`config.mk`:
```
export PLATFORM = sky130hd
export DESIGN_NAME = seg7_scan_driver
export DESIGN_NICKNAME = d
export VERILOG_FILES = /design/src/rtl/seg7_scan_driver.sv
export SDC_FILE = /design/constraint.sdc
export NUM_CORES = 1
export LEC_CHECK = 0
export CORE_MARGIN = 2
export CORE_UTILIZATION = 46
export CTS_CLUSTER_SIZE = 10
export DETAILED_ROUTE_END_ITERATION = 8
export PLACE_DENSITY_LB_ADDON = 0.05
export SYNTH_ARGS = -nofsm -noshare
export SYNTH_HDL_FRONTEND = slang
export SYNTH_SLANG_ARGS = --single-unit
```
`constraint.sdc`:
```
create_clock -name clk_i -period 2.7 [get_ports clk_i]
set_input_delay 0.54 -clock clk_i [delete_from_list [all_inputs] [get_ports clk_i]]
set_output_delay 0.54 -clock clk_i [all_outputs]
set_load 0.02 [all_outputs]
```
`src/rtl/seg7_scan_driver.sv`:
```
// Time-multiplexed driver for an N-digit common-anode 7-segment display.
// Ports: clk_i/rst_i (sync, active-high); load_i latches value_i, dp_i
//   and lzb_i; seg7_o (active-low a..g,dp), an_o (active-low digit
//   enables) and frame_o (pulse at the start of the digit-0 slot).
module seg7_scan_driver #(
  parameter int NUM_DIGITS   = 4,
  parameter int DIV_CYCLES   = 1000,
  parameter int GUARD_CYCLES = 1,
  parameter int HEX_EN       = 0
) (
  input  logic                    clk_i,
  input  logic                    rst_i,
  input  logic                    load_i,
  input  logic [4*NUM_DIGITS-1:0] value_i,
  input  logic [NUM_DIGITS-1:0]   dp_i,
  input  logic                    lzb_i,
  output logic [7:0]              seg7_o,
  output logic [NUM_DIGITS-1:0]   an_o,
  output logic                    frame_o
);

  localparam int CW = $clog2(DIV_CYCLES);
  localparam int IW = (NUM_DIGITS > 1) ? $clog2(NUM_DIGITS) : 1;
  localparam logic [CW-1:0] CNT_LAST = CW'(DIV_CYCLES - 1);
  localparam logic [IW-1:0] IDX_LAST = IW'(NUM_DIGITS - 1);
  // One extra bit so DIV_CYCLES itself fits when GUARD_CYCLES is 0.
  localparam logic [CW:0] GSTART =
    (CW+1)'(DIV_CYCLES - GUARD_CYCLES);

  logic [CW-1:0]           cnt_q, cnt_d;
  logic [IW-1:0]           idx_q, idx_d;
  logic [4*NUM_DIGITS-1:0] value_q, value_d;
  logic [NUM_DIGITS-1:0]   dp_q, dp_d;
  logic                    lzb_q, lzb_d;
  logic [7:0]              seg_q, seg_d;
  logic [NUM_DIGITS-1:0]   an_q, an_d;
  logic                    frame_q, frame_d;

  logic [3:0] nib;
  logic       dp_bit;
  logic       blank;
  logic       guard;
  logic [6:0] code;

  always_comb begin
    value_d = load_i ? value_i : value_q;
    dp_d    = load_i ? dp_i : dp_q;
    lzb_d   = load_i ? lzb_i : lzb_q;

    cnt_d = (cnt_q == CNT_LAST) ? '0 : cnt_q + 1'b1;
    idx_d = idx_q;
    if (cnt_q == CNT_LAST)
      idx_d = (idx_q == IDX_LAST) ? '0 : idx_q + 1'b1;
  end

  always_comb begin
    nib    = 4'h0;
    dp_bit = 1'b0;
    // Blank while every digit from idx upward is zero; never digit 0.
    blank  = lzb_q && (idx_q != '0);
    for (int k = 0; k < NUM_DIGITS; k++) begin
      if (idx_q == IW'(k)) begin
        nib    = value_q[4*k +: 4];
        dp_bit = dp_q[k];
      end
      if (IW'(k) >= idx_q && value_q[4*k +: 4] != 4'h0)
        blank = 1'b0;
    end
  end

  always_comb begin
    code = 7'h40;
    case (nib)
      4'h0: code = 7'h3F;
      4'h1: code = 7'h06;
      4'h2: code = 7'h5B;
      4'h3: code = 7'h4F;
      4'h4: code = 7'h66;
      4'h5: code = 7'h6D;
      4'h6: code = 7'h7D;
      4'h7: code = 7'h07;
      4'h8: code = 7'h7F;
      4'h9: code = 7'h6F;
      4'hA: code = (HEX_EN != 0) ? 7'h77 : 7'h40;
      4'hB: code = (HEX_EN != 0) ? 7'h7C : 7'h40;
      4'hC: code = (HEX_EN != 0) ? 7'h39 : 7'h40;
      4'hD: code = (HEX_EN != 0) ? 7'h5E : 7'h40;
      4'hE: code = (HEX_EN != 0) ? 7'h79 : 7'h40;
      default: code = (HEX_EN != 0) ? 7'h71 : 7'h40;
    endcase
  end

  always_comb begin
    guard   = ({1'b0, cnt_q} >= GSTART);
    frame_d = (cnt_q == '0) && (idx_q == '0);
    seg_d   = 8'hFF;
    an_d    = {NUM_DIGITS{1'b1}};
    if (!guard) begin
      if (blank) begin
        if (dp_bit) begin
          an_d  = ~(NUM_DIGITS'(1) << idx_q);
          seg_d = 8'h7F;
        end
      end else begin
        an_d  = ~(NUM_DIGITS'(1) << idx_q);
        seg_d = ~{dp_bit, code};
      end
    end
  end

  always_ff @(posedge clk_i) begin
    if (rst_i) begin
      cnt_q   <= '0;
      idx_q   <= '0;
      value_q <= '0;
      dp_q    <= '0;
      lzb_q   <= 1'b0;
      seg_q   <= 8'hFF;
      an_q    <= {NUM_DIGITS{1'b1}};
      frame_q <= 1'b0;
    end else begin
      cnt_q   <= cnt_d;
      idx_q   <= idx_d;
      value_q <= value_d;
      dp_q    <= dp_d;
      lzb_q   <= lzb_d;
      seg_q   <= seg_d;
      an_q    <= an_d;
      frame_q <= frame_d;
    end
  end

  assign seg7_o  = seg_q;
  assign an_o    = an_q;
  assign frame_o = frame_q;

endmodule

```
## Yosys cells after proc, flatten, opt, wreduce, memory -nomap -nowiden

Memory sizes are Yosys's and may differ from the RTL's.
Cells that the tools add are included.

| storage, ports and cells | value |
|---|---|
| output and inout bits | 13 |
| bits in read-only memories | 112 |
| flip-flop bits (word level) | 46 |
| memories | 1 |
| logic and storage cells | 55 |
| bits of input ports | 24 |

Memory list:

| name | words | width | read ports | clocked after memory_dff | wr ports | line | RTL |
|---|---|---|---|---|---|---|---|
| (no name shown) | 16 | 7 | 1 | 0 | 0 | 73 | `case (nib)` |

| operators by class | value |
|---|---|
| reductions and logical operators | 15 |
| shifts and indexed selects | 1 |
| bitwise operators | 2 |
| order comparisons | 5 |
| mux-type cells | 17 |
| add/subtract/negate cells | 2 |
| eq/ne operators | 4 |

Operators by type and width:

| operator | number |
|---|---|
| 4-bit 2-to-1 mux | 6 |
| 8-bit 2-to-1 mux | 2 |
| 4-bit nonzero test | 4 |
| 10-bit by 1-bit adder with 10-bit output (second input constant) | 1 |
| 10-bit == test (second input constant) | 1 |
| 10-bit >= comparator (second input constant) | 1 |
| 10-bit logical NOT | 1 |
| 1-bit 2-to-1 mux | 8 |
| 8-bit NOT | 1 |
| 1-bit logical AND | 6 |
| 2-bit == test (second input constant) | 2 |
| 1-bit by 2-bit >= comparator with 1-bit output (first input constant) | 2 |
| 2-bit >= comparator (first input constant) | 2 |
| 4-bit NOT | 1 |
| 2-bit OR reduction | 2 |
| 1-bit by 2-bit << shifter with 4-bit output (first input constant) | 1 |
| 2-bit by 1-bit adder with 2-bit output (second input constant) | 1 |
| 2-bit by 1-bit == test with 1-bit output (second input constant) | 1 |
| 2-bit logical NOT | 1 |
| 2-bit 2-to-1 mux | 1 |
| 2-bit nonzero test | 1 |

## Logic depth before layout (Yosys ltp)

Gate-level depths: netlist (run 1).
An unclocked memory read counts as a cell.

| logic depth | value |
|---|---|
| depth in word-level cells | 8 |
| depth in mapped cells | 9 |
| gate-level depth less buffers | 8 |

## Worst setup path before layout (run 1)

OpenSTA, ideal clock, no wires.

| timing path | value |
|---|---|
| path type | reg-to-reg |
| start | register idx_q[0] |
| end | register seg_q[3] (netlist: seg7_o[3]) |
| data required time | 2.565 ns |
| stages on the path, launching flop included | 10 |
| arrival | 1.823 ns |
| clock period less this slack | 1.958 ns |
| buffers on the path | 1 |
| slack | 0.742 ns |
| cell sequence | dfxtp_1 inv_1 ha_1 clkbuf_1 a211oi_1 a211o_1 inv_1 ha_1 a21oi_1 nand4b_1 |

| between the ends | value |
|---|---|
| word-level cells in the longest chain between the ends | 8 |
| elaborated cells on any way between the ends | 25 |

RTL lines:

| what | line | RTL |
|---|---|---|
| from (decl) | 31 | `logic [IW-1:0] idx_q, idx_d;` |
| from (signal assigned) | 123 | `idx_q <= idx_d;` |
| 2-bit logical NOT | 62 | `if (idx_q == IW'(k)) begin` |
| 4-bit 2-to-1 mux (4 in series) | 62 |  |
| memory 16 x 7 bit | - |  |
| 8-bit NOT | 106 | `seg_d = ~{dp_bit, code};` |
| 8-bit 2-to-1 mux (*) | 99 | `if (blank) begin` |
| to (signal assigned) | 127 | `seg_q <= seg_d;` |
| to (decl) | 35 | `logic [7:0] seg_q, seg_d;` |

Mark *: on every way between the ends. The rest lies on a longest branch, timed or not.
A chain may end at the register's enable or synchronous reset.

## Final worst setup path (run 1)

Same ends and word-level chain as after synthesis.

==> impl_metrics.xml, run 1 <==
<?xml version="1.0" encoding="UTF-8"?>
<metrics>
  <group name="outcome">
    <metric name="status" unit="">finished, final reports clean</metric>
  </group>
  <group name="clock_tree">
    <metric name="cts_tree" unit="">built</metric>
    <metric name="postCtsSetupRepairBufs" unit="">0</metric>
    <metric name="cts-root-to-sink-buffers" unit="">2</metric>
    <metric name="cts.reportedPaths.clkPinSlew" unit="ps">90</metric>
    <metric name="htree_levels" unit="">2</metric>
    <metric name="cts-hold-fix-buffers" unit="">0</metric>
    <metric name="cts.root.buffer_cell" unit="">sky130_fd_sc_hd__clkbuf_8</metric>
    <metric name="clock_sink_count" unit="">46</metric>
    <metric name="clkLatencyLatePin" unit="ps">300</metric>
    <metric name="total_of_cells_resized_after_clock_tree_synthesis" unit="">0</metric>
    <metric name="tritoncts.num_buffers" unit="">5</metric>
  </group>
  <group name="yosys">
    <metric name="yosys.area_share.xor_xnor" unit="%">3.39</metric>
    <metric name="synth_area_leader_cell" unit="">sky130_fd_sc_hd__dfxtp_1</metric>
    <metric name="synth-edff-count" unit="">0</metric>
    <metric name="netlist_area" unit="mm^2">0.00207</metric>
    <metric name="ys.warnings.count" unit="">0</metric>
    <metric name="synth-main-ff-cell" unit="">sky130_fd_sc_hd__dfxtp_1</metric>
    <metric name="synthDominantCellAreaShare" unit="%">44.5</metric>
    <metric name="synth_mux_area_share" unit="%">11.1</metric>
    <metric name="avgSynthCellArea" unit="um^2">9.49</metric>
    <metric name="netlist-cell-type-count" unit="">39</metric>
    <metric name="ys_seq_elements" unit="">46</metric>
    <metric name="synth_sequential_area_ratio" unit="%">44.5</metric>
    <metric name="post_synth_and_or_nand_nor_area_fraction" unit="%">19.5</metric>
    <metric name="netlist_top_cells_area" unit="">sky130_fd_sc_hd__dfxtp_1 (45%), sky130_fd_sc_hd__mux2i_1 (11%), sky130_fd_sc_hd__nor2_1 (6.5%)</metric>
    <metric name="synth_fp_nets" unit="">250</metric>
    <metric name="dominant_combinational_cell_family_by_area_after_synthesis" unit="">simple AND/OR/NAND/NOR gates</metric>
    <metric name="async_flop_share" unit="%">0</metric>
    <metric name="synth_adder_area_share" unit="%">4.84</metric>
    <metric name="cell_count_after_synthesis" unit="">218</metric>
    <metric name="synth-compound-area-share" unit="%">12.1</metric>
  </group>
  <group name="worst_setup_path">
    <metric name="worstSetupStartpointType" unit="">register</metric>
    <metric name="critPathLaunch" unit="">idx_q[0]$_SDFFE_PP0P_</metric>
    <metric name="critPathMaxFanout" unit="">17</metric>
    <metric name="worst-endpoint-required" unit="ps">2870</metric>
    <metric name="worst-endpoint-arrival" unit="ps">2370</metric>
    <metric name="crit_path_end_kind" unit="">register</metric>
    <metric name="critical_path.reg2reg.startpoint" unit="">idx_q[0]$_SDFFE_PP0P_</metric>
    <metric name="timing.setup.critical_path_class" unit="">reg2reg</metric>
  </group>
  <group name="cells_and_area">
    <metric name="fin_nets" unit="">283</metric>
    <metric name="drive_above_1_share" unit="%">5.95</metric>
    <metric name="num_antenna_cells" unit="">0</metric>
    <metric name="area.growth.synth_to_final" unit="%">25.4</metric>
    <metric name="multiInputGateArea" unit="mm^2">0.00105</metric>
    <metric name="seqCellArea" unit="um^2">921</metric>
    <metric name="finish.utilization" unit="%">59.6</metric>
    <metric name="num-fill-cells" unit="">386</metric>
  </group>
  <group name="route">
    <metric name="drt.antenna.violating_nets" unit="">0</metric>
    <metric name="drtIter0Drc" unit="">78</metric>
    <metric name="avgRoutedWirePerCell" unit="um">13.4</metric>
    <metric name="post_drt_via_cell_ratio" unit="">5.27</metric>
    <metric name="dr.pass1.iters" unit="">4</metric>
    <metric name="drc" unit="">0</metric>
    <metric name="via_count" unit="">1601</metric>
    <metric name="drt-total-wl" unit="mm">4.08</metric>
  </group>
  <group name="sta">
    <metric name="post-route-period-util" unit="%">81.3</metric>
    <metric name="report.final.slew_viol_count" unit="">0</metric>
    <metric name="fmax" unit="MHz">456</metric>
    <metric name="slew_headroom" unit="%">48.4</metric>
    <metric name="final_hold_violating_endpoints" unit="">0</metric>
    <metric name="timing.setup.tns" unit="ps">0</metric>
    <metric name="fin_skew" unit="ps">7.49</metric>
    <metric name="fin_crit" unit="ps">2190</metric>
    <metric name="setup-violations-final" unit="">0</metric>
    <metric name="timing.hold.ws" unit="ps">463</metric>
    <metric name="tightest_slew" unit="ps">764</metric>
    <metric name="rsz0062_at_grt" unit="">no</metric>
  </group>
  <group name="floorplan">
    <metric name="placementRows" unit="">24</metric>
    <metric name="die_y" unit="um">71.1</metric>
    <metric name="floorplan.initialDensity" unit="%">47.5</metric>
    <metric name="pin_count" unit="">37</metric>
    <metric name="chipWidth" unit="um">71.1</metric>
    <metric name="core_outline_area" unit="mm^2">0.00435</metric>
    <metric name="design.die.area" unit="mm^2">0.00505</metric>
  </group>
  <group name="placement">
    <metric name="place_hpwl" unit="mm">3.01</metric>
    <metric name="portBuffers" unit="">36</metric>
    <metric name="gpl.final_weighted_congestion" unit="">0.810</metric>
  </group>
  <group name="grt">
    <metric name="grtUsageTotal" unit="%">17.3</metric>
    <metric name="number_of_antenna_violations_at_the_first_check_in_global_routing" unit="">0</metric>
    <metric name="globalRoute.totalOverflow" unit="">0</metric>
    <metric name="grt_max_degree" unit="">28</metric>
    <metric name="global_route_wire_length_before_repair" unit="mm">6.89</metric>
    <metric name="grt_pass1_vias" unit="">1497</metric>
  </group>
  <group name="power">
    <metric name="powerDensity" unit="mW/mm^2">584</metric>
    <metric name="leakage_power" unit="nW">1.06</metric>
    <metric name="worst_ir_drop_vdd" unit="V">0.000337</metric>
  </group>
  <group name="min_path">
    <metric name="timing.hold.worst.class" unit="">reg2reg</metric>
    <metric name="worst_hold_startpoint" unit="">cnt_q[0]$_SDFF_PP0_</metric>
  </group>
  <group name="run">
    <metric name="drv_cap" unit="">0</metric>
  </group>
</metrics>
[metal layers]
metal / up-vias / GRT usage [%] / part of all wire [%] / wire (um)
met4: 0 / 6.92 / 2.3 / 93
met5: - / 0 / 0 / 0
met3: 10 / 4.56 / 4.3 / 176
met2: 43 / 26.4 / 42 / 1710
li1: 834 / - / - / -
met1: 714 / 23.4 / 51 / 2100
[per-stage QoR]
stage / worst slack [ps] / total power [mW] / instance area [um^2] / instances
after floorplan: 742 / 0.853 / 2070 / 218
after global placement: 572 / 0.933 / 2460 / 296
after detailed placement: 520 / 0.933 / 2460 / 296
after CTS: 507 / 1.54 / 2590 / 304
after global routing: 297 / 1.58 / 2590 / 304
final: 506 / 1.51 / 2590 / 304
[power breakdown]
| group | internal [mW] | switching [mW] |
|---|---|---|
| Sequential | 0.713 | 0.0221 |
| Combinational | 0.0974 | 0.0830 |
| Clock | 0.371 | 0.228 |
[area by class of cell]
cell class                 count  area share (%)
tap                           52            2.51
clock inverter                 3            2.65
multi-input combinational    149            40.6
clock buffer                   5            2.65
inverter                      11            1.59
sequential                    46            35.5
timing repair buffer          38            14.5
[Yosys cell counts, types with 5 or more instances]
cell type / instances
sky130_fd_sc_hd__nand2_1: 10
sky130_fd_sc_hd__inv_1: 11
sky130_fd_sc_hd__nand4_1: 5
sky130_fd_sc_hd__mux2i_1: 23
sky130_fd_sc_hd__clkbuf_1: 6
sky130_fd_sc_hd__a21oi_1: 5
sky130_fd_sc_hd__nor2_1: 36
sky130_fd_sc_hd__ha_1: 8
sky130_fd_sc_hd__nand3b_1: 5
sky130_fd_sc_hd__dfxtp_1: 46
sky130_fd_sc_hd__a211oi_1: 6
sky130_fd_sc_hd__buf_2: 6
[kinds of logic after synthesis]
logic type                 count (synthesis)
DFF                                       46
and+or+nand+nor                           80
AOI/OAI and AO/OA                         30
xor gates and xnor gates                   8
muxes                                     23
adders and majority gates                  8
buffers and inverters                     23
[path summary, 6_finish.rpt]
| kind | depth (start not counted) | to | slack [ps] |
|---|---|---|---|
| setup / recovery | 7 | seg7_o[3]$_SDFF_PP1_ | 510 |
| hold / removal | 1 | cnt_q[0]$_SDFF_PP0_ | 460 |
| setup reg to reg | 7 | seg7_o[3]$_SDFF_PP1_ | 510 |
| hold reg to reg | 1 | cnt_q[0]$_SDFF_PP0_ | 460 |
[layout by cell type (no fill, tap or decap), drive strengths merged, types with 4 or more instances in the layout]
cell type | Yosys | final
a211oi | 6 | 6
inv | 11 | 11
mux2i | 23 | 23
o21ai | 4 | 4
nand3 | 4 | 4
xnor2 | 4 | 4
nand2 | 10 | 10
clkdlybuf4s50 | 0 | 36
clkbuf | 6 | 5
dfxtp | 46 | 46
nor3b | 4 | 4
xor2 | 4 | 4
nand3b | 5 | 5
a21oi | 5 | 5
ha | 8 | 8
nand4 | 5 | 5
nor2 | 36 | 36
[flip-flops by register name (all words and copies together) (netlist names)]
signal and count:
seg7_o 8, lzb_q 1, value_q 16, cnt_q 10
dp_q 4, frame_o 1, an_o 4, idx_q 2
[worst max-delay path: stages (launching register included)]
cell and delay, ps:
sky130_fd_sc_hd__dfxtp_1 440, sky130_fd_sc_hd__ha_1 540, sky130_fd_sc_hd__nor2b_1 240, sky130_fd_sc_hd__a211o_1 180
sky130_fd_sc_hd__inv_1 120, sky130_fd_sc_hd__ha_1 310, sky130_fd_sc_hd__a21oi_1 60, sky130_fd_sc_hd__nand4b_1 180
Power figures use the tool's default switching activity.
==> run 2: changes to the inputs <==
==> constraint.sdc (replaced) <==
create_clock -name clk_i -period 2.3 [get_ports clk_i]
set_input_delay 0.46 -clock clk_i [delete_from_list [all_inputs] [get_ports clk_i]]
set_output_delay 0.46 -clock clk_i [all_outputs]
set_load 0.02 [all_outputs]
==> run 2 against run 1 <==
Against the previous run:
- die area is the same
- cell count grew 0.66%
- setup slack lost 290 ps
- sequential power grew 17%
- critical path depth is the same
- sequential share of layout area grew 0.065 points
- routed wire length grew 2.2%
- worst hold slack gained 13 ps
- clock skew shrank 2.4 ps
- core utilization is essentially flat
- sequential cell count is the same
- critical endpoint unchanged
- largest cell class unchanged
==> impl_metrics.xml, run 2 (synthesis results as in run 1) <==
<?xml version="1.0" encoding="UTF-8"?>
<metrics>
  <group name="outcome">
    <metric name="status" unit="">finished, final reports clean</metric>
  </group>
  <group name="route">
    <metric name="via_count" unit="">1624</metric>
    <metric name="drt.antenna.violating_nets" unit="">0</metric>
    <metric name="dr.pass1.iters" unit="">4</metric>
    <metric name="drc" unit="">0</metric>
    <metric name="drt-total-wl" unit="mm">4.17</metric>
    <metric name="post_drt_via_cell_ratio" unit="">5.31</metric>
    <metric name="drtIter0Drc" unit="">50</metric>
    <metric name="avgRoutedWirePerCell" unit="um">13.6</metric>
  </group>
  <group name="sta">
    <metric name="fin_crit" unit="ps">2080</metric>
    <metric name="fmax" unit="MHz">481</metric>
    <metric name="setup-violations-final" unit="">0</metric>
    <metric name="timing.hold.ws" unit="ps">476</metric>
    <metric name="report.final.slew_viol_count" unit="">0</metric>
    <metric name="timing.setup.tns" unit="ps">0</metric>
    <metric name="tightest_slew" unit="ps">677</metric>
    <metric name="post-route-period-util" unit="%">90.4</metric>
    <metric name="slew_headroom" unit="%">54.3</metric>
    <metric name="fin_skew" unit="ps">5.06</metric>
    <metric name="rsz0062_at_grt" unit="">no</metric>
    <metric name="final_hold_violating_endpoints" unit="">0</metric>
  </group>
  <group name="worst_setup_path">
    <metric name="worst-endpoint-arrival" unit="ps">2310</metric>
    <metric name="crit_path_end_kind" unit="">register</metric>
    <metric name="timing.setup.critical_path_class" unit="">reg2reg</metric>
    <metric name="worstSetupStartpointType" unit="">register</metric>
    <metric name="critPathMaxFanout" unit="">12</metric>
    <metric name="worst-endpoint-required" unit="ps">2530</metric>
  </group>
  <group name="clock_tree">
    <metric name="cts.reportedPaths.clkPinSlew" unit="ps">80</metric>
    <metric name="cts.root.buffer_cell" unit="">sky130_fd_sc_hd__clkbuf_8</metric>
    <metric name="htree_levels" unit="">2</metric>
    <metric name="clock_sink_count" unit="">46</metric>
    <metric name="tritoncts.num_buffers" unit="">5</metric>
    <metric name="cts_tree" unit="">built</metric>
    <metric name="clkLatencyLatePin" unit="ps">290</metric>
    <metric name="postCtsSetupRepairBufs" unit="">0</metric>
    <metric name="cts-root-to-sink-buffers" unit="">2</metric>
  </group>
  <group name="cells_and_area">
    <metric name="largest_register_ffs" unit="">16</metric>
    <metric name="num-fill-cells" unit="">424</metric>
    <metric name="mostFrequentLayoutCell" unit="">sky130_fd_sc_hd__dfxtp_1</metric>
    <metric name="num_antenna_cells" unit="">0</metric>
    <metric name="max_flop_register" unit="">value_q</metric>
    <metric name="finalInstanceArea" unit="mm^2">0.00259</metric>
    <metric name="post_route_insts_no_fill" unit="">306</metric>
    <metric name="area.growth.synth_to_final" unit="%">25.3</metric>
    <metric name="drive_above_1_share" unit="%">8.27</metric>
    <metric name="final_cell_mix" unit="">sky130_fd_sc_hd__dfxtp_1 (45), sky130_fd_sc_hd__nor2_1 (36), sky130_fd_sc_hd__clkdlybuf4s50_1 (36)</metric>
    <metric name="fin_nets" unit="">285</metric>
  </group>
  <group name="placement">
    <metric name="placed_cells_incl_taps" unit="">298</metric>
    <metric name="gpl.final_weighted_congestion" unit="">0.852</metric>
    <metric name="portBuffers" unit="">36</metric>
    <metric name="placement.cell_area" unit="mm^2">0.00247</metric>
    <metric name="place_hpwl" unit="mm">3.11</metric>
  </group>
  <group name="power">
    <metric name="swShare" unit="%">23.1</metric>
    <metric name="intPower" unit="mW">1.26</metric>
    <metric name="worst_ir_drop_vdd" unit="V">0.000456</metric>
    <metric name="power.share.sequential" unit="%">52.8</metric>
    <metric name="finalPower" unit="mW">1.64</metric>
    <metric name="power.net_switching" unit="uW">378</metric>
    <metric name="pwr-share-clk" unit="%">34.0</metric>
    <metric name="power.share.combinational" unit="%">13.2</metric>
    <metric name="leakage_power" unit="nW">1.05</metric>
    <metric name="powerDensity" unit="mW/mm^2">631</metric>
  </group>
  <group name="grt">
    <metric name="grt_pass1_vias" unit="">1557</metric>
    <metric name="grtUsageTotal" unit="%">18.3</metric>
    <metric name="number_of_antenna_violations_at_the_first_check_in_global_routing" unit="">0</metric>
    <metric name="global_route_wire_length_before_repair" unit="mm">7.31</metric>
    <metric name="grt_max_degree" unit="">24</metric>
    <metric name="globalRoute.totalOverflow" unit="">0</metric>
  </group>
  <group name="floorplan">
    <metric name="placementRows" unit="">24</metric>
    <metric name="core_outline_area" unit="mm^2">0.00435</metric>
    <metric name="pin_count" unit="">37</metric>
    <metric name="die_y" unit="um">71.1</metric>
    <metric name="design.die.area" unit="mm^2">0.00505</metric>
    <metric name="floorplan.initialDensity" unit="%">47.5</metric>
    <metric name="chipWidth" unit="um">71.1</metric>
  </group>
  <group name="min_path">
    <metric name="timing.hold.worst.class" unit="">reg2reg</metric>
  </group>
  <group name="run">
    <metric name="drv_cap" unit="">0</metric>
  </group>
</metrics>
## run 2: changes by cell type in the layout (fill, tap and decap cells not counted), sizes merged
cell    change
buf         +2
clkbuf      +3
clkinv      -1
bufinv      -2
## run 2: area by class of cell
type | instances | area, um^2 | area share, %
Multi-Input combinational cell | 149 | 1060 | 41.0
Sequential cell | 46 | 922 | 35.6
Timing Repair Buffer | 40 | 390 | 15.1
Clock buffer | 8 | 110 | 4.25
Tap cell | 52 | 65.1 | 2.51
Inverter | 11 | 41.3 | 1.59
## run 2: metal layers
layer / share of wire (%) / wire [um] / track usage [%]
met3: 4.4 / 183 / 3.99
met5: 0 / 0 / 0
met4: 1.9 / 79 / 6.92
met2: 44 / 1840 / 29.0
met1: 50 / 2070 / 24.4
## run 2: repair_timing
| item | in CTS | in global routing |
|---|---|---|
| resized for setup | 0 | 4 |
| hold buffers | 0 | 0 |
| endpoints found under the setup margin | 0 | 3 |
## run 2: path summary, 6_finish.rpt
path | startpoint | end | slack, ps | depth (start not counted)
setup / recovery | idx_q[0]$_SDFFE_PP0P_ | seg7_o[3]$_SDFF_PP1_ | 220 | 7
hold / removal | cnt_q[0]$_SDFF_PP0_ | cnt_q[0]$_SDFF_PP0_ | 480 | 1
setup reg to reg | idx_q[0]$_SDFFE_PP0P_ | seg7_o[3]$_SDFF_PP1_ | 220 | 7
hold reg to reg | cnt_q[0]$_SDFF_PP0_ | cnt_q[0]$_SDFF_PP0_ | 480 | 1
## run 2: metrics by stage
step           utilization, %  setup slack [ps]
2_1_floorplan               -               342
3_3_place_gp             56.8               236
3_5_place_dp             56.8               135
4_1_cts                  59.3               121
5_1_grt                  59.5              53.5
6_report                 59.5               220
## run 2: power by group through the flow
stage | Sequential, mW | Clock [mW] | Combinational (mW)
after global placement | 0.882 | 0 | 0.216
final | 0.864 | 0.555 | 0.216
after floorplan | 0.894 | 0 | 0.107
after detailed placement | 0.883 | 0 | 0.217
after CTS | 0.864 | 0.574 | 0.218
after global routing | 0.869 | 0.607 | 0.238
## run 2: critical path, stage by stage, from the launching register on
cell                       delay, ps
sky130_fd_sc_hd__dfxtp_1         430
sky130_fd_sc_hd__ha_1            420
sky130_fd_sc_hd__a211oi_2        130
sky130_fd_sc_hd__a211o_1         360
sky130_fd_sc_hd__inv_1           170
sky130_fd_sc_hd__ha_1            270
sky130_fd_sc_hd__a21oi_1         120
sky130_fd_sc_hd__nand4b_1        120
==> run 3: changes to the inputs <==
--- a/config.mk
+++ b/config.mk
@@ -10,6 +10,7 @@
 export CTS_CLUSTER_SIZE = 10
 export DETAILED_ROUTE_END_ITERATION = 8
 export PLACE_DENSITY_LB_ADDON = 0.05
+export SLEW_MARGIN = 0
 export SYNTH_ARGS = -nofsm -noshare
 export SYNTH_HDL_FRONTEND = slang
 export SYNTH_SLANG_ARGS = --single-unit
==> constraint.sdc (replaced) <==
create_clock -name clk_i -period 2.3 [get_ports clk_i]
set_input_delay 0.345 -clock clk_i [delete_from_list [all_inputs] [get_ports clk_i]]
set_output_delay 0.345 -clock clk_i [all_outputs]
set_load 0.02 [all_outputs]
==> run 3 against run 2 <==
Against the previous run:
- combinational power about the same
- worst hold slack got worse by 10 ps
- first-iteration DRC count shrank 2.0%
- critical endpoint is now seg7_o[0]$_SDFF_PP1_
- highest routed layer unchanged
==> impl_metrics.xml, run 3 (synthesis results as in run 1) <==
<?xml version="1.0" encoding="UTF-8"?>
<metrics>
  <group name="route">
    <metric name="via_count" unit="">1628</metric>
    <metric name="dr.pass1.iters" unit="">4</metric>
    <metric name="avgRoutedWirePerCell" unit="um">13.8</metric>
    <metric name="drt.antenna.violating_nets" unit="">0</metric>
    <metric name="post_drt_via_cell_ratio" unit="">5.32</metric>
    <metric name="drc" unit="">0</metric>
    <metric name="drt-total-wl" unit="mm">4.23</metric>
    <metric name="drtIter0Drc" unit="">49</metric>
  </group>
  <group name="cells_and_area">
    <metric name="drive_above_1_share" unit="%">7.48</metric>
    <metric name="num_antenna_cells" unit="">0</metric>
    <metric name="final_cell_mix" unit="">sky130_fd_sc_hd__dfxtp_1 (46), sky130_fd_sc_hd__nor2_1 (36), sky130_fd_sc_hd__clkdlybuf4s50_1 (36)</metric>
    <metric name="mostFrequentLayoutCell" unit="">sky130_fd_sc_hd__dfxtp_1</metric>
    <metric name="area.growth.synth_to_final" unit="%">24.3</metric>
    <metric name="finish.utilization" unit="%">59.0</metric>
    <metric name="max_flop_register" unit="">value_q</metric>
    <metric name="fin_nets" unit="">285</metric>
    <metric name="largest_register_ffs" unit="">16</metric>
  </group>
  <group name="clock_tree">
    <metric name="clkLatencyLatePin" unit="ps">300</metric>
    <metric name="cts-root-to-sink-buffers" unit="">2</metric>
    <metric name="tritoncts.num_buffers" unit="">5</metric>
    <metric name="cts-hold-fix-buffers" unit="">0</metric>
    <metric name="cts.root.buffer_cell" unit="">sky130_fd_sc_hd__clkbuf_8</metric>
    <metric name="cts_tree" unit="">built</metric>
    <metric name="cts.reportedPaths.clkPinSlew" unit="ps">80</metric>
    <metric name="clock_sink_count" unit="">46</metric>
    <metric name="postCtsSetupRepairBufs" unit="">0</metric>
    <metric name="htree_levels" unit="">2</metric>
  </group>
  <group name="sta">
    <metric name="fin_skew" unit="ps">4.02</metric>
    <metric name="timing.setup.tns" unit="ps">0</metric>
    <metric name="final_hold_violating_endpoints" unit="">0</metric>
    <metric name="post-route-period-util" unit="%">89.5</metric>
    <metric name="tightest_slew" unit="ps">698</metric>
    <metric name="fmax" unit="MHz">486</metric>
    <metric name="fin_crit" unit="ps">2060</metric>
    <metric name="setup-violations-final" unit="">0</metric>
    <metric name="rsz0062_at_grt" unit="">no</metric>
    <metric name="report.final.slew_viol_count" unit="">0</metric>
    <metric name="slew_headroom" unit="%">52.9</metric>
  </group>
  <group name="grt">
    <metric name="globalRoute.totalOverflow" unit="">0</metric>
    <metric name="grt_pass1_vias" unit="">1470</metric>
    <metric name="grt_max_degree" unit="">25</metric>
    <metric name="number_of_antenna_violations_at_the_first_check_in_global_routing" unit="">0</metric>
    <metric name="grtUsageTotal" unit="%">18.3</metric>
    <metric name="global_route_wire_length_before_repair" unit="mm">7.18</metric>
  </group>
  <group name="outcome">
    <metric name="status" unit="">finished, final reports clean</metric>
  </group>
  <group name="worst_setup_path">
    <metric name="crit_path_end_kind" unit="">register</metric>
    <metric name="worst-endpoint-arrival" unit="ps">2280</metric>
    <metric name="worstSetupStartpointType" unit="">register</metric>
    <metric name="worst-endpoint-required" unit="ps">2520</metric>
    <metric name="critPathMaxFanout" unit="">8</metric>
    <metric name="timing.setup.critical_path_class" unit="">reg2reg</metric>
  </group>
  <group name="floorplan">
    <metric name="placementRows" unit="">24</metric>
    <metric name="die_y" unit="um">71.1</metric>
    <metric name="chipWidth" unit="um">71.1</metric>
    <metric name="core_outline_area" unit="mm^2">0.00435</metric>
    <metric name="floorplan.initialDensity" unit="%">47.5</metric>
    <metric name="pin_count" unit="">37</metric>
    <metric name="design.die.area" unit="mm^2">0.00505</metric>
  </group>
  <group name="placement">
    <metric name="portBuffers" unit="">36</metric>
    <metric name="place_hpwl" unit="mm">3.13</metric>
    <metric name="gpl.final_weighted_congestion" unit="">0.858</metric>
  </group>
  <group name="run">
    <metric name="drv_cap" unit="">0</metric>
  </group>
  <group name="power">
    <metric name="leakage_power" unit="nW">1.04</metric>
    <metric name="worst_ir_drop_vdd" unit="V">0.000293</metric>
    <metric name="powerDensity" unit="mW/mm^2">615</metric>
  </group>
  <group name="min_path">
    <metric name="timing.hold.worst.class" unit="">reg2reg</metric>
  </group>
</metrics>
-- run 3: cell types whose count changed in the layout (fill, tap and decap cells not counted) --
cell / before / now
sky130_fd_sc_hd__ha_1: 6 / 5
sky130_fd_sc_hd__clkbuf_8: 8 / 6
sky130_fd_sc_hd__a211oi_2: 1 / 0
sky130_fd_sc_hd__a211oi_1: 5 / 6
sky130_fd_sc_hd__ha_2: 2 / 3
sky130_fd_sc_hd__dfxtp_2: 1 / 0
sky130_fd_sc_hd__clkbuf_1: 0 / 1
sky130_fd_sc_hd__dfxtp_1: 45 / 46
sky130_fd_sc_hd__clkinv_2: 0 / 1
-- run 3: report_power, final --
part           switching [mW]  internal (mW)  total (mW)
combinational           0.100          0.117       0.217
clock                   0.257          0.242       0.500
sequential             0.0261          0.837       0.864
-- run 3: critical path: stages, from the launching register on --
cell and delay, ps:
sky130_fd_sc_hd__dfxtp_1 370, sky130_fd_sc_hd__inv_1 100, sky130_fd_sc_hd__ha_1 390, sky130_fd_sc_hd__nand3b_1 170, sky130_fd_sc_hd__a221oi_1 630, sky130_fd_sc_hd__nor2_1 140
sky130_fd_sc_hd__o2111ai_1 200
-- run 3: layer usage --
metal / global-route usage (%) / part of all wire, % / up-vias / routed length [um]
li1: - / - / 834 / -
met1: 25.8 / 50 / 741 / 2100
met2: 26.7 / 43 / 43 / 1830
met3: 5.13 / 4.8 / 10 / 204
met4: 6.71 / 2.1 / 0 / 89
met5: 0 / 0 / - / 0
-- run 3: stage by stage --
| step | instances | setup WS (ps) | cell area [um^2] | power [mW] | hold slack (ps) |
|---|---|---|---|---|---|
| 6_report | 306 | 241 | 2570 | 1.58 | 465 |
| 3_5_place_dp | 298 | 169 | 2470 | 1.10 | 455 |
| 5_1_grt | 306 | 50.4 | 2570 | 1.66 | 488 |
| 3_3_place_gp | 298 | 240 | 2470 | 1.10 | 446 |
| 4_1_cts | 306 | 156 | 2560 | 1.60 | 475 |
| 2_1_floorplan | 218 | 342 | 2070 | 1.00 | 430 |
-- run 3: cell type report --
| type | instances | area [um^2] |
|---|---|---|
| Timing Repair Buffer | 40 | 390 |
| Clock buffer | 7 | 86.3 |
| Tap cell | 52 | 65.1 |
| Clock inverter | 1 | 5.00 |
| Multi-Input combinational cell | 149 | 1060 |
| Fill cell | 390 | 1780 |
| Inverter | 11 | 41.3 |
| Sequential cell | 46 | 921 |
-- run 3: worst paths after layout --
check	startpoint	endpoint	slack (ps)	depth (start not counted)
worst max register to register	idx_q[0]$_SDFFE_PP0P_	seg7_o[0]$_SDFF_PP1_	240	6
worst max-delay path	idx_q[0]$_SDFFE_PP0P_	seg7_o[0]$_SDFF_PP1_	240	6
worst min register to register	cnt_q[0]$_SDFF_PP0_	cnt_q[0]$_SDFF_PP0_	470	1
worst min-delay path	cnt_q[0]$_SDFF_PP0_	cnt_q[0]$_SDFF_PP0_	470	1
-- run 3: timing repair --
item / CTS / global route
gates resized for setup: 0 / 3
setup endpoints to repair: 0 / 3
hold endpoints to repair: 0 / 0
==> patch: new RTL, settings of run 2 <==
`value_q` no longer has a reset.
--- a/src/rtl/seg7_scan_driver.sv
+++ b/src/rtl/seg7_scan_driver.sv
@@ -112,7 +112,6 @@
     if (rst_i) begin
       cnt_q   <= '0;
       idx_q   <= '0;
-      value_q <= '0;
       dp_q    <= '0;
       lzb_q   <= 1'b0;
       seg_q   <= 8'hFF;
@@ -121,7 +120,6 @@
     end else begin
       cnt_q   <= cnt_d;
       idx_q   <= idx_d;
-      value_q <= value_d;
       dp_q    <= dp_d;
       lzb_q   <= lzb_d;
       seg_q   <= seg_d;
@@ -130,6 +128,10 @@
     end
   end
 
+  always_ff @(posedge clk_i) begin
+    value_q <= value_d;
+  end
+
   assign seg7_o  = seg_q;
   assign an_o    = an_q;
   assign frame_o = frame_q;
Behaviour: not the same (a bounded check fails within 4 cycles, from zero or initial values and one cycle with rst_i high).
==> patch against run 2 <==
- total power grew 0.23%
- first-iteration DRC count shrank 2.0%
- cell area shrank 0.53%
- synthesized area grew 0.48%
- global-route usage shrank 1.5 points
- worst hold slack gained 3.8 ps
- critical path depth grew 1
- sequential cell count is the same
- worst setup slack lost 28 ps
- utilization shrank 0.32 points
- routed wire length shrank 7.3%
- maximum frequency shrank 1.3%
- highest routed layer unchanged
==> patch: results (changes against run 2) <==
Global route
  • Vias in the first global route: 1402 (-10%)
  • Largest net degree at the start of global routing: 22 (-8.3%)
  • GR Util All Layers: 0.1672 (-0.01550)
  • Grt total ovfl: 0 (unchanged)
  • First-pass GRT wire length: 6.555 mm (-10%)
  • Initial antenna violation count: 0 (unchanged)

Setup path
  • Slowest CP cell: dfxtp_1
  • CP delay by family, top: adder cells
  • Worst-path fanout max: 12 (unchanged)
  • Max incr delay on CP: 420 ps
  • Reg2reg start: idx_q[1]$_SDFFE_PP0P_
  • CP arrival: 2280 ps (-30 ps)
  • Crit path from: idx_q[1]$_SDFFE_PP0P_

Layout
  • Max reg flops: 16 (unchanged)
  • Largest register by flop count: value_q
  • N_diodes: 0 (unchanged)
  • Share of cells above drive strength 1: 0.1312 (+0.04854)
  • Final #Nets: 252 (-12%)

Min path
  • HP Class: flop to flop
  • Hold path start: cnt_q[0]$_SDFF_PP0_

Clocking
  • Clock buffer depth: 2 (unchanged)
  • Clock slew at reported path FFs: 80 ps (about the same)
  • Num CTS Buffers: 5 (unchanged)
  • Worst skew pair latency: 290 ps (about the same)
  • Post-CTS resize count: 0 (unchanged)

Synth
  • Syn Nets: 214 (-14%)
  • Synth Area in Compound Gates: 0.1258 (+0.004836)
  • Top FF cell, synth: dfxtp_1
  • Average size of a mapped cell: 11.42 um2 (+20%)
  • Post-synthesis cell type count: 48 (+23%)
  • Synth area leaders: dfxtp_1 29%, edfxtp_1 23%, ha_1 4.8%
  • EDFF count, synth: 16 (+16)
  • Commonest cells post-synth: 30 x dfxtp_1, 20 x nor2_1, 16 x edfxtp_1
  • Mux share of post-synthesis cell area: 0.03371 (-0.07760)
  • Synth Area in XOR/XNOR: 0.03371 (-0.0001632)
  • Adder-cell share of the synthesized area: 0.04816 (-0.0002331)
  • Register area share after synthesis: 0.5202 (+0.07492)

Drt
  • Vias per cell: 5.341 (+0.63%)
  • DRT Wirelength: 3.868 mm (-7.3%)
  • DRT Pass-1 Iters: 4 (unchanged)
  • Iter 0 DRT Violations: 49 (-2.0%)
  • Detailed-route via count: 1458 (-10%)

Place
  • HPWL after detailed placement: 2.959 mm (-4.9%)
  • Placement-stage cell area: 2474 um2 (+0.10%)
  • Gpl congestion: 0.8083 (-5.2%)
  • Placed cell count: 265 (-11%)
  • PortBufs: 36 (unchanged)

Power
  • Worst vdd ir: 0.0003809 V (-16%)
  • Lkg Pwr: 0.9991 nW (-5.2%)

STA
  • Clock Skews: 1.779 ps (-3.281 ps)
  • Tightest Pin Transition: 413.3 ps (-263.4 ps)

Run status
  • Status: complete, no violations
==> patch: cell types whose count changed in the layout (fill, tap and decap cells not counted), sizes merged, moves of 2 or more <==
cell    change
dfxtp      -16
edfxtp     +16
mux2i      -16
nor2       -16
nor4        +3
inv         -2
==> patch: final timing paths <==
| path | endpoint | slack (ps) | depth (start not counted) |
|---|---|---|---|
| hold reg to reg | cnt_q[0]$_SDFF_PP0_ | 480 | 1 |
| setup / recovery | seg7_o[3]$_SDFF_PP1_ | 190 | 8 |
| setup reg to reg | seg7_o[3]$_SDFF_PP1_ | 190 | 8 |
| hold / removal | cnt_q[0]$_SDFF_PP0_ | 480 | 1 |
==> patch: worst reg2reg max path: cells and delay by family, from the launching register on <==
family / cells / cell delay (ps)
AO/OA/AOI/OAI: 3 / 600
adder cells (fa/ha/maj): 2 / 630
buffers and inverters: 2 / 170
flip-flops: 1 / 420
AND/OR/NAND/NOR: 1 / 160
==> patch: cell type report <==
type                            count  area (um2)
Sequential cell                    46        1081
Fill cell                         343        1775
Timing Repair Buffer               39       382.9
Inverter                           10       42.54
Clock buffer                        8       102.6
Multi-Input combinational cell    118       904.6
Tap cell                           52       65.06
==> patch: kinds of logic (layout without fill, tap and decap cells) <==
kind of cell | Yosys count | after routing
flip-flops | 46 | 46
AO/OA/AOI/OAI | 29 | 29
AND/OR/NAND/NOR | 66 | 66
XOR/XNOR | 8 | 8
adder cells (fa/ha/maj) | 8 | 8
buffers and inverters | 18 | 57
multiplexers | 7 | 7
==> patch: per-stage QoR <==
| stage | setup TNS, ps | setup WS (ps) |
|---|---|---|
| after floorplan | 0 | 412.8 |
| after global placement | 0 | 286.9 |
| after detailed placement | 0 | 167.7 |
| after CTS | 0 | 140.7 |
| after global routing | -1.264 | -1.264 |
| final | 0 | 192.5 |
==> patch: routing by layer <==
metal	GRT usage	part of all wire
met1	0.2272	0.48
met3	0.04079	0.041
met4	0.08176	0.021
met5	0	0
met2	0.2510	0.46
==> patch: power by group <==
group          switching (mW)  total, mW  internal, mW  leakage [nW]
Clock                   0.247      0.532         0.285        0.0536
Sequential             0.0253      0.916         0.890         0.403
Combinational          0.0890      0.191         0.102         0.543
Total                   0.361       1.64          1.28         0.999
